## src/rtl/control_unit_fft_iter_addr_gen.sv

```systemverilog
// Address generator for an iterative radix-2 in-place DIT FFT. It tracks the layer and
// butterfly counters, decodes the read and twiddle addresses, and delays them for write-back.
module control_unit_fft_iter_addr_gen #(
    parameter int LAYERS      = 5,
    parameter int BUTTERFLYES = 16,
    parameter int LayWL       = 3,
    parameter int ButtWL      = 4,
    parameter int WR_DELAY    = 4
) (
    input  logic              CLK,
    input  logic              RST,
    input  logic              EN,
    input  logic              ADDR_RST,
    input  logic              ADDR_EN,
    input  logic              LAY_EN,
    output logic [LAYERS-1:0] RD_ADDR_A,
    output logic [LAYERS-1:0] RD_ADDR_B,
    output logic [ButtWL-1:0] TW_ADDR,
    output logic [LAYERS-1:0] WR_ADDR_A,
    output logic [LAYERS-1:0] WR_ADDR_B,
    output logic              WR_VALID,
    output logic [LayWL-1:0]  LAY_CNT,
    output logic              LAST_BUT,
    output logic              LAST_LAYER
);

    localparam logic [LayWL-1:0]  S_MAX = LayWL'(LAYERS - 1);
    localparam logic [ButtWL-1:0] J_MAX = ButtWL'(BUTTERFLYES - 1);

    logic [LayWL-1:0]  lay_s;
    logic [ButtWL-1:0] but_j;

    logic [LAYERS-1:0] addr_a_p [WR_DELAY];
    logic [LAYERS-1:0] addr_b_p [WR_DELAY];
    logic              vld_p    [WR_DELAY];

    // Open a zero at bit s: bits below s stay put, bits at/above s move up by one.
    function automatic logic [LAYERS-1:0] insert_zero(input logic [ButtWL-1:0] j,
                                                      input logic [LayWL-1:0]  s);
        logic [LAYERS-1:0] ext;
        logic [LAYERS-1:0] low_mask;
        ext      = LAYERS'(j);
        low_mask = (LAYERS'(1) << s) - LAYERS'(1);
        return ((ext & ~low_mask) << 1) | (ext & low_mask);
    endfunction

    function automatic logic [ButtWL-1:0] tw_index(input logic [ButtWL-1:0] j,
                                                   input logic [LayWL-1:0]  s);
        logic [ButtWL-1:0] low_mask;
        low_mask = (ButtWL'(1) << s) - ButtWL'(1);
        return (j & low_mask) << (S_MAX - s);
    endfunction

    always_ff @(posedge CLK or negedge RST) begin
        if (!RST) begin
            lay_s <= '0;
            but_j <= '0;
        end else if (EN) begin
            if (ADDR_RST) begin
                lay_s <= '0;
                but_j <= '0;
            end else if (LAY_EN) begin
                but_j <= '0;
                lay_s <= (lay_s == S_MAX) ? '0 : lay_s + LayWL'(1);
            end else if (ADDR_EN) begin
                but_j <= (but_j == J_MAX) ? '0 : but_j + ButtWL'(1);
            end
        end
    end

    assign RD_ADDR_A = insert_zero(but_j, lay_s);
    assign RD_ADDR_B = RD_ADDR_A | (LAYERS'(1) << lay_s);
    assign TW_ADDR   = tw_index(but_j, lay_s);

    // Write-back delay line: stage 0 takes the addresses being read this cycle.
    always_ff @(posedge CLK or negedge RST) begin
        if (!RST) begin
            for (int i = 0; i < WR_DELAY; i++) begin
                addr_a_p[i] <= '0;
                addr_b_p[i] <= '0;
                vld_p[i]    <= 1'b0;
            end
        end else if (EN) begin
            addr_a_p[0] <= RD_ADDR_A;
            addr_b_p[0] <= RD_ADDR_B;
            vld_p[0]    <= ADDR_EN;
            for (int i = 1; i < WR_DELAY; i++) begin
                addr_a_p[i] <= addr_a_p[i-1];
                addr_b_p[i] <= addr_b_p[i-1];
                vld_p[i]    <= vld_p[i-1];
            end
        end
    end

    assign WR_ADDR_A  = addr_a_p[WR_DELAY-1];
    assign WR_ADDR_B  = addr_b_p[WR_DELAY-1];
    assign WR_VALID   = vld_p[WR_DELAY-1];

    assign LAY_CNT    = lay_s;
    assign LAST_BUT   = (but_j == J_MAX);
    assign LAST_LAYER = (lay_s == S_MAX);

endmodule

```

## config.mk

```make
export PLATFORM = sky130hd
export DESIGN_NAME = control_unit_fft_iter_addr_gen
export DESIGN_NICKNAME = d
export VERILOG_FILES = /design/src/rtl/control_unit_fft_iter_addr_gen.sv
export SDC_FILE = /design/constraint.sdc
export NUM_CORES = 1
export LEC_CHECK = 0
export CAP_MARGIN = 40
export CELL_PAD_IN_SITES_DETAIL_PLACEMENT = 1
export CELL_PAD_IN_SITES_GLOBAL_PLACEMENT = 2
export CORE_ASPECT_RATIO = 0.5
export CORE_MARGIN = 4
export CORE_UTILIZATION = 40
export CTS_BUF_LIST = sky130_fd_sc_hd__clkbuf_4
export CTS_CLUSTER_DIAMETER = 80
export DETAILED_ROUTE_END_ITERATION = 7
export PLACE_DENSITY = 0.86
export REMOVE_ABC_BUFFERS = 1
export SETUP_SLACK_MARGIN = 0.05
export SYNTH_ARGS = -nofsm -noshare
export SYNTH_HDL_FRONTEND = slang
export SYNTH_SLANG_ARGS = --single-unit
export TNS_END_PERCENT = 1
```

## constraint.sdc

```tcl
create_clock -name CLK -period 3.85 [get_ports CLK]
set_clock_uncertainty 0.15 [all_clocks]
set_input_delay 0.77 -clock CLK [delete_from_list [all_inputs] [get_ports CLK]]
set_output_delay 0.77 -clock CLK [all_outputs]
set_load 0.01 [all_outputs]
```

# == After elaboration in Yosys (flattened, before gate mapping) ==
# Index checks and enable logic that the tools add are counted.
# op_classes
add_sub_neg,5
n_eq_ne,2
shifts,3
muxes,7
bitwise_logic,6
reduce_logical,4
# ops
cell,n
4-bit 2-to-1 mux,4
5-bit OR,2
3-bit 2-to-1 mux,3
4-bit AND,2
4-bit by 5-bit AND with 5-bit output,1
1-bit by 3-bit << shifter with 5-bit output (first input constant),1
5-bit by 2-bit subtractor with 5-bit output (second input constant),1
4-bit by 1-bit adder with 4-bit output (second input constant),1
4-bit equality test (second input constant),1
4-bit inverter,1
2-bit AND reduction,2
1-bit by 3-bit << shifter with 4-bit output (first input constant),1
4-bit by 3-bit << shifter with 4-bit output,1
4-bit by 2-bit subtractor with 4-bit output (second input constant),1
3-bit by 1-bit adder with 3-bit output (second input constant),1
3-bit equality test (second input constant),1
3-bit nonzero test,1
3-bit subtractor (first input constant),1
2-bit nonzero test,1
# word_totals
reg_bits,51
in_bits,6
out_inout_bits,30
word_cells,41

# == Logic depth before layout (Yosys ltp) ==
# logic_depth
word_depth,6
depth_mapped,6
depth_no_buf,6

# == Worst setup path after synthesis ==
# OpenSTA, ideal clock, no wires.
# synth_timing
path_type,register to output
startpoint,"register lay_s[0], in the netlist LAY_CNT[0]"
endpoint,output TW_ADDR[1]
arrival_ns,1.724
t_required_ns,2.930
slack_ns,1.206
path_stages_with_launch,7
n_path_buf,0
cell_sequence,dfrtp_1 inv_1 ha_1 ha_1 and2b_1 mux2_2 and3_1
# synth_via
elab_chain_cells,4
word_cells_on_any_way,5
cone_classes,add/sub (2); shift (2); bitwise (1)
# synth_rtl
element,line_no,text
"start, declared",30,logic [LayWL-1:0] lay_s;
"start signal, assigned",64,lay_s <= (lay_s == S_MAX) ? '0 : lay_s + LayWL'(1);
1-bit by 3-bit << shifter with 4-bit output,50,low_mask = (ButtWL'(1) << s) - ButtWL'(1);
4-bit by 2-bit subtractor with 4-bit output,50,
4-bit AND,51,return (j & low_mask) << (S_MAX - s);
4-bit by 3-bit << shifter with 4-bit output (*),51,
"end, declared",18,"output logic [ButtWL-1:0] TW_ADDR,"
# Mark *: on every way between the ends. The rest lies on a longest branch, timed or not.

# == Worst setup path after layout ==
# layout_timing
startpoint,"register lay_s[2], in the netlist LAY_CNT[2]"
endpoint,output TW_ADDR[2]
# The elaborated chain is that of the path after synthesis.

==> metrics.yaml <==
critical_path.slowest_cell: "dfrtp_1"
drive_gt1_frac: 0.247
min_path_type: "primary input to async pin"
die_w_um: 117
cts-root-buf: "clkbuf_4"
cts_tree: "done"
endpoint_kind: "output pin"
syn-cell-area_sq_mm: 0.00237
cts_buffer_depth: 2
fin_tns_setup_ns: 0
synth-edff-count: 0
core_area_sq_mm: 0.00561
cp.required_ns: 2.93
viasPerCell: 5.06
final_cell_count_no_fill: 296
worst_setup_hold_path_clk_slew_ns: 0.14
gr-total-overflow: 0
ys_types: 34
placed_area_sq_mm: 0.00271
io_pins: 36
fmax_ghz: 0.282
fin_crit_ns: 3.55
num-fill-cells: 591
worstPathArrival_ns: 2.63
finalWeightedCongestion: 0.820
drt_pass1_iterations: 4
dieArea_sq_mm: 0.00728
grt_first_pass_wirelength_mm: 8.09
slew_violations: 0
finalHoldViolCount: 0
clk_latency_ns: 0.35
cts.sinks: 51
routedWlPerCell_um: 15.7
via_count: 1497
grt_usage: 0.138
synth-warning-count: 0
port_buffers: 35
max_stage_delay_ns: 0.68
grt_max_degree: 29
ff_latch_area_sq_mm: 0.00128
period_share: 0.922
antenna_found_initial: 0
dp.cells: 288
finalNetCount: 236
syn2layout_area_growth_pct: 16.7
initial_core_util: 0.422
ant_nets: 0
synth-seq-cells: 51
ys.flop_type: "dfrtp_1"
postSynthCellCount: 195
fp.dieH_um: 62.4
multi_input_area_sq_um: 945
drcViolationCount: 0
seq_area_frac_synth: 0.539
start_kind: "flop"
rsz0062_at_grt: "no"
maxCapViolCount: 0
num_antenna_cells: 0
status: "finished, final reports clean"
cts_buffers: 5
synthArstFlopShare: 1.00
slew_headroom: 0.575
drt_iter0_markers: 72
p_leak_nw: 1.25
totalWireLength_mm: 4.64
finalSetupViolCount: 0
worstMarginPinSlew_ns: 0.631
htreeDepth: 2
ir_drop_mv: 0.134
powerDensity_mw_per_mm2: 410
finish.instance_area_sq_mm: 0.00276
r2r_cells: 4
syn_avg_cell_area_sq_um: 12.1
first_global_vias: 1601
worstPathMaxFanout: 15
worst-setup-path-type: "flop to output pin"
path_cells: "inv_1 -> ha_1 -> nor4bb_1 -> a31oi_1 -> a21boi_0 -> clkdlybuf4s50_1"
rows: 19
hpwl_mm: 3.34
-- path summary, 6_finish.rpt --
path / slack, ns / endpoint / startpoint
max in group asynchronous: 2.57 / addr_b_p[13] / RST
hold / removal: 0.24 / but_j[1] / RST
setup reg to reg: 1.90 / addr_b_p[15] / LAY_CNT[2]
min in group CLK: 0.37 / addr_a_p[10] / addr_a_p[10]
setup / recovery: 0.30 / TW_ADDR[2] / LAY_CNT[2]
hold reg to reg: 0.37 / addr_a_p[10] / addr_a_p[10]
-- cells in the mapped netlist (3+ instances only) --
| cell | instances | area [sq um] |
|---|---|---|
| ha_1 | 8 | 100 |
| a31oi_1 | 5 | 31.3 |
| buf_2 | 5 | 25.0 |
| nor2b_1 | 4 | 25.0 |
| inv_1 | 10 | 37.5 |
| a21oi_1 | 5 | 25.0 |
| nand2_1 | 9 | 33.8 |
| nor2_1 | 8 | 30.0 |
| nand3_1 | 3 | 15.0 |
| o21ai_0 | 10 | 50.1 |
| mux2_2 | 38 | 428 |
| dfrtp_1 | 51 | 1280 |
| buf_4 | 10 | 75.1 |
-- cell type report --
type	instances	share of cell area
repair buffers	37	0.129
clock buffers	5	0.0136
multi-input cells	117	0.342
flip-flops and latches	51	0.463
clock inverters	3	0.00544
well taps	73	0.0331
inverters	10	0.0136
-- per-layer routing --
layer,vias to the layer above,wire length [um],track usage
met5,-,0,0
met4,0,19,0.0343
met3,2,121,0.0329
met2,18,2170,0.210
met1,748,2330,0.197
li1,729,-,-
-- where the power goes --
part,leakage [nW],internal [W],switching [W]
clock network,0.0263,0.0000673,0.000160
logic,0.579,0.000143,0.000108
registers,0.648,0.000610,0.0000449
-- state kept, by name, summed over array words and instances, names as in the netlist --
signal and cells:
addr_a_p 15, addr_b_p 15, WR_ADDR_A 5, WR_ADDR_B 5
but_j 4, LAY_CNT 3, vld_p 3, WR_VALID 1
-- what timing repair did --
action	in CTS	in global routing
resized for setup	0	2
buffers inserted	0	0
endpoints found under the setup margin	0	3
hold buffers	0	0
-- cells in the final DEF (no fill, tap or decap), types with 2 or more instances in the layout --
cell | synthesis | final
clkdlybuf4s50_1 | 0 | 33
o21ai_0 | 10 | 10
or2_2 | 2 | 2
dfrtp_1 | 51 | 49
ha_1 | 8 | 8
nor2_1 | 8 | 8
mux2_2 | 38 | 38
a31oi_1 | 5 | 5
nor2b_1 | 4 | 4
buf_4 | 10 | 2
or4_1 | 2 | 2
dfrtp_2 | 0 | 2
o211ai_1 | 2 | 2
nand3_1 | 3 | 3
clkinv_1 | 0 | 2
a31o_2 | 2 | 2
inv_1 | 10 | 10
buf_2 | 5 | 2
nand2_1 | 9 | 9
and3_1 | 2 | 2
clkbuf_4 | 0 | 5
o31ai_1 | 2 | 2
a21oi_1 | 5 | 5
and2_1 | 2 | 2
-- metrics by stage --
stage	setup WS (ns)	power (W)	hold slack, ns	utilization
after floorplan	1.21	0.000784	0.321	-
after global placement	0.729	0.000906	0.331	0.482
after detailed placement	0.611	0.000920	0.341	0.482
after CTS	0.195	0.00115	0.241	0.492
after global routing	0.0744	0.00121	0.258	0.492
final	0.302	0.00113	0.244	0.492
-- worst max-delay path: cells and delay by family (launching register included) --
family                   cells  cell delay [ns]
buffers and inverters        2             0.74
AO/OA/AOI/OAI                2             0.28
flip-flops                   1             0.68
AND/OR/NAND/NOR              1             0.29
adder cells (fa/ha/maj)      1             0.28
-- cells by family after synthesis --
kind of cell	after synthesis	share of synthesized area
buf+inv	27	0.0613
xor+xnor	1	0.00370
flops	51	0.539
fa+ha+maj	8	0.0423
compound gates	33	0.0899
simple gates	37	0.0825
mux	38	0.181
Power figures use the tool's default switching activity.
